`src/rtl/rr_mux_pkg.sv`:
```
// Shared definitions for the round-robin registered selector and its arbiter.
package rr_mux_pkg;

  localparam int PTR_RESET = 0;

  // Ceiling log2 for tools without $clog2; valid for n >= 2.
  function automatic int clog2(input int n);
    int r;
    int v;
    r = 0;
    v = n - 1;
    while (v > 0) begin
      r = r + 1;
      v = v >> 1;
    end
    return r;
  endfunction

endpackage

```
`src/rtl/rr_arbiter.sv`:
```
// Combinational N-way arbiter: round-robin from ptr, or a fixed manual choice.
// Purely combinational; no state, no backpressure of its own.
module rr_arbiter
  import rr_mux_pkg::*;
#(
  parameter  int N    = 4,
  localparam int SELW = clog2(N)
) (
  input  logic [N-1:0]    req,
  input  logic [SELW-1:0] ptr,
  input  logic            man_en,
  input  logic [SELW-1:0] man_sel,
  output logic [N-1:0]    gnt,
  output logic [SELW-1:0] gnt_idx,
  output logic            any
);

  always_comb begin
    gnt     = '0;
    gnt_idx = '0;
    any     = 1'b0;
    if (man_en) begin
      // A man_sel beyond N-1 never matches, so it yields no grant.
      for (int i = 0; i < N; i++) begin
        if (man_sel == SELW'(i) && req[i]) begin
          gnt[i]  = 1'b1;
          gnt_idx = SELW'(i);
          any     = 1'b1;
        end
      end
    end else begin
      for (int k = 0; k < N; k++) begin
        if (!any && req[(int'(ptr) + k) % N]) begin
          gnt[(int'(ptr) + k) % N] = 1'b1;
          gnt_idx = SELW'((int'(ptr) + k) % N);
          any     = 1'b1;
        end
      end
    end
  end

endmodule

```
`src/rtl/rr_mux_stage.sv`:
```
// Registered N-channel selector with valid/ready on every side; 1-cycle latency,
// refills while draining, and asserts no in_ready while the output is stalled.
module rr_mux_stage
  import rr_mux_pkg::*;
#(
  parameter  int WIDTH = 32,
  parameter  int N     = 4,
  localparam int SELW  = clog2(N)
) (
  input  logic               clk,
  input  logic               rst,
  input  logic [N-1:0]       in_valid,
  input  logic [N*WIDTH-1:0] in_data,
  output logic [N-1:0]       in_ready,
  input  logic               man_en,
  input  logic [SELW-1:0]    man_sel,
  output logic               out_valid,
  output logic [WIDTH-1:0]   out_data,
  output logic [SELW-1:0]    out_sel,
  input  logic               out_ready
);

  logic             out_valid_q, out_valid_d;
  logic [WIDTH-1:0] out_data_q, out_data_d;
  logic [SELW-1:0]  out_sel_q, out_sel_d;
  logic [SELW-1:0]  ptr_q, ptr_d;

  logic [N-1:0]     gnt;
  logic [SELW-1:0]  gnt_idx;
  logic             any;
  logic             load;
  logic             xfer;
  logic [WIDTH-1:0] sel_data;

  rr_arbiter #(.N(N)) u_arb (
    .req     (in_valid),
    .ptr     (ptr_q),
    .man_en  (man_en),
    .man_sel (man_sel),
    .gnt     (gnt),
    .gnt_idx (gnt_idx),
    .any     (any)
  );

  assign load     = ~out_valid_q | out_ready;
  assign xfer     = load & any & ~rst;
  assign in_ready = xfer ? gnt : '0;

  // Data is steered by the one-hot grant and only ever reaches the register.
  always_comb begin
    sel_data = '0;
    for (int i = 0; i < N; i++) begin
      if (gnt[i]) sel_data = in_data[i*WIDTH +: WIDTH];
    end
  end

  always_comb begin
    out_valid_d = out_valid_q;
    out_data_d  = out_data_q;
    out_sel_d   = out_sel_q;
    ptr_d       = ptr_q;
    if (xfer) begin
      out_valid_d = 1'b1;
      out_data_d  = sel_data;
      out_sel_d   = gnt_idx;
      if (!man_en) ptr_d = (int'(gnt_idx) == N - 1) ? '0 : gnt_idx + 1'b1;
    end else if (out_ready) begin
      out_valid_d = 1'b0;
    end
  end

  always_ff @(posedge clk or posedge rst) begin
    if (rst) begin
      out_valid_q <= 1'b0;
      out_data_q  <= '0;
      out_sel_q   <= '0;
      ptr_q       <= SELW'(PTR_RESET);
    end else begin
      out_valid_q <= out_valid_d;
      out_data_q  <= out_data_d;
      out_sel_q   <= out_sel_d;
      ptr_q       <= ptr_d;
    end
  end

  assign out_valid = out_valid_q;
  assign out_data  = out_data_q;
  assign out_sel   = out_sel_q;

endmodule

```
`config.mk`:
```
export PLATFORM = sky130hd
export DESIGN_NAME = rr_mux_stage
export DESIGN_NICKNAME = d
export VERILOG_FILES = /design/src/rtl/rr_mux_pkg.sv /design/src/rtl/rr_arbiter.sv /design/src/rtl/rr_mux_stage.sv
export SDC_FILE = /design/constraint.sdc
export NUM_CORES = 1
export LEC_CHECK = 0
export CAP_MARGIN = 10
export CORE_MARGIN = 1.5
export CORE_UTILIZATION = 45
export CTS_CLUSTER_SIZE = 28
export DETAILED_ROUTE_END_ITERATION = 12
export GPL_TIMING_DRIVEN = 0
export PLACE_DENSITY = 0.84
export SLEW_MARGIN = 20
export SYNTH_ARGS = -nofsm -noshare
export SYNTH_HDL_FRONTEND = slang
export SYNTH_SLANG_ARGS = --single-unit
```
`constraint.sdc`:
```
create_clock -name clk -period 5.5 [get_ports clk]
set_input_delay 0.55 -clock clk [delete_from_list [all_inputs] [get_ports clk]]
set_output_delay 0.55 -clock clk [all_outputs]
set_load 0.05 [all_outputs]
```
## Word level (Yosys, flattened, before mapping)

Index checks and enable logic that the tools add are counted.

- Logic and storage cells: 110
- Input port bits: 138
- Register bits after elaboration: 37
- Output and inout bits: 39

- $lt $le $gt $ge: 8
- Bitwise logic cells: 12
- Eq/ne operators: 4
- Multiplexer cells: 58
- Reductions and logical operators: 20
- Add/subtract/negate cells: 4

Operator list:

| cell | number |
|---|---|
| $mux 32 | 4 |
| $mux 4 | 9 |
| $mux 1 | 29 |
| $mux 2 | 8 |
| $lt 3x4->1 const B | 3 |
| $or 4x4->4 | 3 |
| $logic_and 1x1->1 | 11 |
| $ge 3x1->1 const B | 3 |
| $bmux 1 s2 | 4 |
| $demux 1 s2 | 4 |
| $reduce_or 2->1 | 3 |
| $add 2x1->2 const B | 2 |
| $add 2x2->2 const B | 2 |
| $eq 2x1->1 const B | 2 |
| $eq 2x2->1 const B | 2 |
| $and 1x1->1 const A | 3 |
| $logic_not 1->1 | 3 |
| $lt 2x3->1 const B | 1 |
| $not 1->1 | 3 |
| $and 1x1->1 | 2 |
| $ge 2x1->1 const B | 1 |
| $logic_not 2->1 | 1 |
| $reduce_and 2->1 | 1 |
| $reduce_bool 2->1 | 1 |
| $or 1x1->1 | 1 |

## Logic depth before layout (Yosys ltp)

Gate-level depths: netlist of run 1.

- Depth in word-level cells: 21
- Depth in mapped cells: 12
- Mapped depth without buffers: 8

## Cells and area by module

From an unflattened synthesis of run 1, not the netlist that was laid out.

- Cell total of the unflattened synthesis: 383
- Area total of the unflattened synthesis: 3315.7 um^2

By module, submodules not included:

| module | cells each | seq. area each (um^2) | area each (um^2) | instances |
|---|---|---|---|---|
| rr_mux_stage | 315 | 925.9 | 2750.1 | 1 |
| rr_arbiter | 68 | 0.0 | 565.5 | 1 |

## Worst setup path before layout of run 1

Ideal clock, no wire load.

- Path kind: register -> output
- Start point: reg ptr_q[0]
- End point: out in_ready[1]
- Arrival: 3.139 ns
- Required time: 4.950 ns
- Path buffers: 2
- Cell stages (with the launch flop): 10
- Path slack: 1.811 ns
- Cells stage by stage: dfrtp_1 inv_2 ha_1 buf_2 or3b_4 a2111oi_4 o21ai_2 a32o_2 buf_4 nor2_1

- Cells in the longest elaborated chain, start to end: 19
- Elaborated cells between the ends (all ways): 68
- Classes of those cells: 3 x add/sub; 8 x order compare; 36 x mux; 8 x bitwise; 13 x reduce/logical

RTL lines:

| what | RTL line | text |
|---|---|---|
| from (decl) | rr_mux_stage.sv:26 | `logic [SELW-1:0] ptr_q, ptr_d;` |
| from (signal assigned) | rr_mux_stage.sv:77 | `ptr_q <= SELW'(PTR_RESET);` |
| from (signal assigned) | rr_mux_stage.sv:82 | `ptr_q <= ptr_d;` |
| parallel branches: the longest is 18 deep, another holds $lt 3x4->1 | - |  |
| $mux 4 (*) | rr_mux_stage.sv:47 | `assign in_ready = xfer ? gnt : '0;` |
| to (decl) | rr_mux_stage.sv:14 | `output logic [N-1:0] in_ready,` |

Every way passes the cells marked *. The select of a mux whose other input is x is not followed.

## Worst setup path after layout of run 1

- Start point: reg ptr_q[1]
- End point: out in_ready[0]

The elaborated chain is that of the path after synthesis.

==> flow_summary.yaml, run 1 <==
cts:
  cts_tree: "yes"
  cts_resized: 0
  clkSlewWorstSetupHoldPaths_ns: 0.08
  cts_sinks: 37
  post_cts_buffers: 0
  hold_buffers: 0
  cts-root-buf: "clkbuf_8"
  cts_max_level: 2
  numCtsBuffers: 5
  clock_latency_ns: 0.29
  clk_path_buf_depth: 2
global_route:
  grt_pass1_vias: 4190
  grt-busiest-layer: "met2"
  grt_use_met3_pct: 5.42
  antenna_found_initial: 0
  grt_util_met1_pct: 39.5
  grt_start_max_net_pins: 29
  grt-ovfl-total: 0
  use_met2_pct: 52.1
  grt_pass1_wl_um: 20800
  grt_usage_pct: 30.5
placement:
  place_congestion: 0.868
  io_buffers: 174
  place.detailed.hpwl_um: 9980
pwr:
  leakage_nw: 1.99
  power_density_nw_per_um2: 408
  ir_drop_mv: 0.232
  power.total_mw: 2.28
  power_frac_seq_pct: 20.1
  p_comb_share_pct: 68.6
  p_switching_mw: 1.16
  internal_power_mw: 1.12
  p_clk_share_pct: 11.3
  swShare_pct: 50.8
hold_path:
  holdCritPathClass: "reg -> reg"
synthesis:
  synthAdderAreaFrac_pct: 2.44
  synth_nets: 571
  synth_compound_area_share_pct: 42.2
  yosysUniqueCellTypes: 54
  ys_async_sr_fraction_pct: 100
  synth_top_family_by_area: "compound AO/OA/AOI/OAI gates"
  synth_cells: 426
  synth-simple-area-share_pct: 18.5
  synth.ff_latch_count: 37
  synth-warning-count: 0
  synth_ff_type: "dfrtp_1"
  yosys-mux-area-fraction_pct: 3.63
  synth_edf_count: 0
  yosysSeqAreaShare_pct: 25.8
  syn_avg_cell_area_um2: 8.42
  netlist_area_um2: 3590
  synth-xor-area-share_pct: 0
timing:
  rsz0062_at_grt: "false"
  relSlewSlack_pct: 53.3
  period_share_pct: 85.9
  clock-skew-final_ns: 0.00592
  fmax_ghz: 0.212
  post-route-min-period_ns: 4.72
  worst_slew_pin_slew_ns: 0.692
  hold_viol_final: 0
  setup_viol: 0
  tns_ns: 0
  report.final.slew_viol_count: 0
finish:
  seq_area_um2: 926
  final_layout_size_suffix_gt1_share_pct: 12.2
  nNetsFinal: 753
  multi_input_area_um2: 2400
  syn2layout_area_growth_pct: 55.9
  nFillCells: 588
  diodes: 0
floorplanning:
  rows: 32
  die_area_um2: 8520
  start_util_pct: 46.4
  core_area_um2: 7730
  ios: 177
  dieWidth_um: 92.3
  dieHeight_um: 92.3
route:
  wl_um: 13400
  via_per_inst: 6.20
  num_vias: 4408
  first_pass_iters: 6
  route.detailed.wl_per_inst_um: 18.9
  drt_iter0_drc: 218
  post-route-drc-count: 0
  drtAntennaViolNets: 0
critical_path:
  critPathArrivalTime_ns: 4.17
  critical_path_class: "reg -> out"
  critPathRequiredTime_ns: 4.95
  cp_max_fo: 10
  end_kind: "primary output"
  cp-start-kind: "flop"
outcome:
  status: "complete, no violations"
job:
  drv_cap: 0
==> Yosys cell counts, drive strengths merged (2+ instances only) <==
cell    number  area (um2)
a21oi        5        25.0
a311oi      32         468
a31o         3        26.3
a31oi       38         244
and3         3        18.8
buf         19         128
clkbuf      32         120
dfrtp       37         926
ha           7        87.6
inv          5        18.8
mux2         2        22.5
mux2i        4        40.0
mux4         3        67.6
nand2       75         282
nand2b       4        25.0
nand3       33         165
nand3b       3        22.5
nor2        10        37.5
nor2b        6        37.5
nor3         2        10.0
nor3b        4        30.0
o211ai      64         480
o21a         2        15.0
o21ai       12        63.8
o31ai        2        28.8
==> critical path, stage by stage (launching register included) <==
cell             delay (ns)
dfrtp_1                0.60
inv_2                  0.13
ha_1                   0.29
buf_2                  0.21
buf_2                  0.24
mux2i_1                0.12
a21oi_1                0.20
o32a_1                 0.19
o221a_2                0.28
buf_2                  0.26
buf_1                  0.38
and2_1                 0.19
clkdlybuf4s50_1        0.80
==> flip-flops by register name (all words and copies together), names as in the netlist <==
signal,cells
out_sel,2
out_data,32
ptr_q,2
out_valid,1
==> final timing paths <==
| kind | from | endpoint | slack (ns) | cells past startpoint |
|---|---|---|---|---|
| worst max-delay path | ptr_q[1] | in_ready[0] | 0.78 | 12 |
| worst min-delay path | out_sel[0] | out_sel[0] | 0.49 | 2 |
| worst max register to register | ptr_q[1] | ptr_q[0] | 1.97 | 11 |
| worst min register to register | out_sel[0] | out_sel[0] | 0.49 | 2 |
| max in group asynchronous | rst | out_data[18] | 4.53 | 3 |
| min in group asynchronous | rst | out_data[14] | 0.53 | 2 |
==> routing by layer <==
metal	up-vias	wire length, um
li1	2033	-
met1	2100	5450
met2	250	6610
met3	25	1180
met4	0	197
met5	-	0
==> cells by family after synthesis <==
kind of cell	Yosys count
buf+inv	56
compound gates	173
flops	37
mux	9
simple gates	144
fa+ha+maj	7
==> final cells by class <==
cell class | instances | share of cell area [%]
multi-input cells | 333 | 42.8
well taps | 102 | 2.28
repair buffers | 175 | 31.5
flip-flops and latches | 37 | 16.6
clock inverters | 1 | 0.537
clock buffers | 7 | 1.54
inverters | 5 | 0.335
plain buffers | 51 | 4.43
==> through the flow <==
| step | utilization [%] | instances | instance area (um2) | hold slack [ns] | worst slack (ns) |
|---|---|---|---|---|---|
| 4_1_cts | 72.4 | 711 | 5590 | 0.495 | 0.822 |
| 3_5_place_dp | 70.9 | 703 | 5480 | 0.478 | 0.976 |
| 2_1_floorplan | - | 426 | 3590 | 0.670 | 1.81 |
| 5_1_grt | 72.4 | 711 | 5590 | 0.538 | 0.602 |
| 6_report | 72.4 | 711 | 5590 | 0.492 | 0.777 |
| 3_3_place_gp | 70.6 | 702 | 5460 | 0.471 | 1.00 |
==> power groups by stage <==
stage	clock network (mW)	registers (mW)	logic, mW
floorplan	0	0.840	0.671
global placement	0	0.463	1.53
detailed placement	0	0.464	1.55
CTS	0.258	0.459	1.56
global route	0.271	0.475	1.65
finish	0.257	0.460	1.57
==> cell usage in the layout (no fill, tap or decap), types with 3 or more instances in the layout <==
master,count
clkdlybuf4s50_1,174
nand3b_1,3
clkbuf_1,33
nand2b_1,4
buf_4,6
o21ai_0,7
a31oi_1,37
buf_6,3
ha_1,7
nor3b_1,4
mux2i_1,4
nand3_1,33
mux4_2,3
buf_2,9
o211ai_1,64
clkbuf_8,6
nor2b_1,6
nand2_1,75
inv_2,3
o21ai_1,4
nor2_1,10
and3_1,3
a311oi_2,30
dfrtp_1,37
a21oi_1,5
No activity file was read; power rests on OpenSTA's default activity.
==> run 2: changes to the inputs <==
--- a/config.mk
+++ b/config.mk
@@ -6,12 +6,13 @@
 export NUM_CORES = 1
 export LEC_CHECK = 0
 export CAP_MARGIN = 10
+export CELL_PAD_IN_SITES_DETAIL_PLACEMENT = 1
+export CELL_PAD_IN_SITES_GLOBAL_PLACEMENT = 1
 export CORE_MARGIN = 1.5
-export CORE_UTILIZATION = 45
+export CORE_UTILIZATION = 31
 export CTS_CLUSTER_SIZE = 28
 export DETAILED_ROUTE_END_ITERATION = 12
-export GPL_TIMING_DRIVEN = 0
-export PLACE_DENSITY = 0.84
+export PLACE_DENSITY = 0.82
 export SLEW_MARGIN = 20
 export SYNTH_ARGS = -nofsm -noshare
 export SYNTH_HDL_FRONTEND = slang
==> run 2 against run 1 <==
  * Sequential power is 3% higher
  * Via count down 5.2%
  * Core utilization down 24 points
  * Global-route usage decreased by 5.3 points
  * Total power up 1.5%
  * Cell count did not move
  * Clock skew down 0.0027 ns
  * Non-clock buffer count fell by 41
  * Register-to-register slack got worse by 0.57 ns
  * Cell area decreased by 0.96%
  * Critical endpoint is now in_ready[3]
  * Largest power group unchanged
==> flow_summary.yaml, run 2 (synthesis results as in run 1) <==
global_route:
  grt_usage_pct: 25.2
  antenna_found_initial: 0
  grt_pass1_vias: 4425
  grt_start_max_net_pins: 68
  grt_pass1_wl_um: 24600
  grt-ovfl-total: 0
finish:
  diodes: 0
  final_cell_mix: "176 x clkdlybuf4s50_1, 74 x nand2_1, 64 x o211ai_1"
  nNetsFinal: 712
  layout_commonest_cell: "clkdlybuf4s50_1"
  fin_util_pct: 48.7
  final_layout_size_suffix_gt1_share_pct: 11.4
  syn2layout_area_growth_pct: 54.4
  largest_register_ffs: 32
critical_path:
  critical_path_class: "reg -> out"
  end_kind: "primary output"
  path_buf_inv: 3
  path_cells: "inv_2, ha_1, or3b_4, a2111oi_4, o21ai_1, a31o_1, buf_4, nor2_1, clkdlybuf4s50_1"
  cp_max_fo: 33
  critical-path-top-delay-family: "buffers and inverters"
  cp-start-kind: "flop"
  critPathArrivalTime_ns: 4.46
  critPathRequiredTime_ns: 4.95
  max_stage_delay_ns: 0.83
  slowest_stage: "clkdlybuf4s50_1"
cts:
  cts-root-buf: "clkbuf_16"
  cts_resized: 0
  post_cts_buffers: 0
  numCtsBuffers: 5
  cts_tree: "yes"
  clk_path_buf_depth: 2
  clock_latency_ns: 0.29
  cts_sinks: 37
  cts_max_level: 2
  clkSlewWorstSetupHoldPaths_ns: 0.06
  hold_buffers: 0
pwr:
  power_density_nw_per_um2: 419
  leakage_nw: 1.92
  ir_drop_mv: 0.221
placement:
  io_buffers: 176
  place.detailed.hpwl_um: 10800
  place_congestion: 0.882
timing:
  post-route-min-period_ns: 5.01
  fmax_ghz: 0.200
  report.final.slew_viol_count: 0
  relSlewSlack_pct: 27.3
  hold_viol_final: 0
  rsz0062_at_grt: "false"
  setup_viol: 0
  tns_ns: 0
  period_share_pct: 91.1
  worst_slew_pin_slew_ns: 1.09
  holdWs_ns: 0.492
  clock-skew-final_ns: 0.00325
route:
  num_vias: 4180
  wl_um: 15400
  first_pass_iters: 5
  drtAntennaViolNets: 0
  via_per_inst: 5.88
  post-route-drc-count: 0
  route.detailed.wl_per_inst_um: 21.7
  drt_iter0_drc: 324
floorplanning:
  core_area_um2: 11400
  die_area_um2: 12200
  rows: 39
  ios: 177
  dieWidth_um: 111
  dieHeight_um: 111
  start_util_pct: 31.6
job:
  drv_cap: 0
hold_path:
  holdCritPathClass: "reg -> reg"
outcome:
  status: "complete, no violations"
==> run 2: metal layers <==
layer | vias up | global-route usage [%] | part of all wire (%)
met5 | - | 0 | 0
met4 | 0 | 7.09 | 2.1
met3 | 23 | 5.10 | 5.4
met2 | 168 | 42.1 | 49
met1 | 2045 | 32.9 | 43
li1 | 1944 | - | -
==> run 2: cell type report <==
type / instances / area [um2]
fillers: 1340 / 5830
multi-input cells: 333 / 2450
repair buffers: 185 / 1830
clock buffers: 8 / 136
flip-flops and latches: 37 / 926
inverters: 5 / 18.8
well taps: 143 / 179
==> run 2: worst paths after layout <==
| check | end | depth (start not counted) | slack, ns | start |
|---|---|---|---|---|
| min in group asynchronous | out_data[18] | 2 | 0.81 | rst |
| max in group asynchronous | out_data[30] | 2 | 4.13 | rst |
| max reg2reg | out_data[13] | 10 | 1.40 | ptr_q[0] |
| min | out_sel[0] | 2 | 0.49 | out_sel[0] |
| max | in_ready[3] | 9 | 0.49 | ptr_q[0] |
| min reg2reg | out_sel[0] | 2 | 0.49 | out_sel[0] |
==> run 2: report_power, final <==
part	switching, mW	internal, mW
Sequential	0.0868	0.385
Combinational	0.989	0.570
Clock	0.119	0.169
Total	1.20	1.12
==> run 2: through the flow <==
stage	worst slack [ns]	instance area [um2]	instances	power, mW
after global routing	0.295	5540	711	2.45
after CTS	0.525	5540	711	2.33
after floorplan	1.81	3590	426	1.51
after global placement	1.02	5400	703	2.00
after detailed placement	0.847	5400	703	2.04
final	0.492	5540	711	2.32
==> run 2: worst reg2reg max path, delay by kind of cell, from the launching register on <==
kind | cells | cell delay [ns]
buffers and inverters | 3 | 0.76
adders and majority gates | 1 | 0.58
AOI/OAI and AO/OA | 5 | 1.41
DFF | 1 | 0.74
and+or+nand+nor | 1 | 0.48
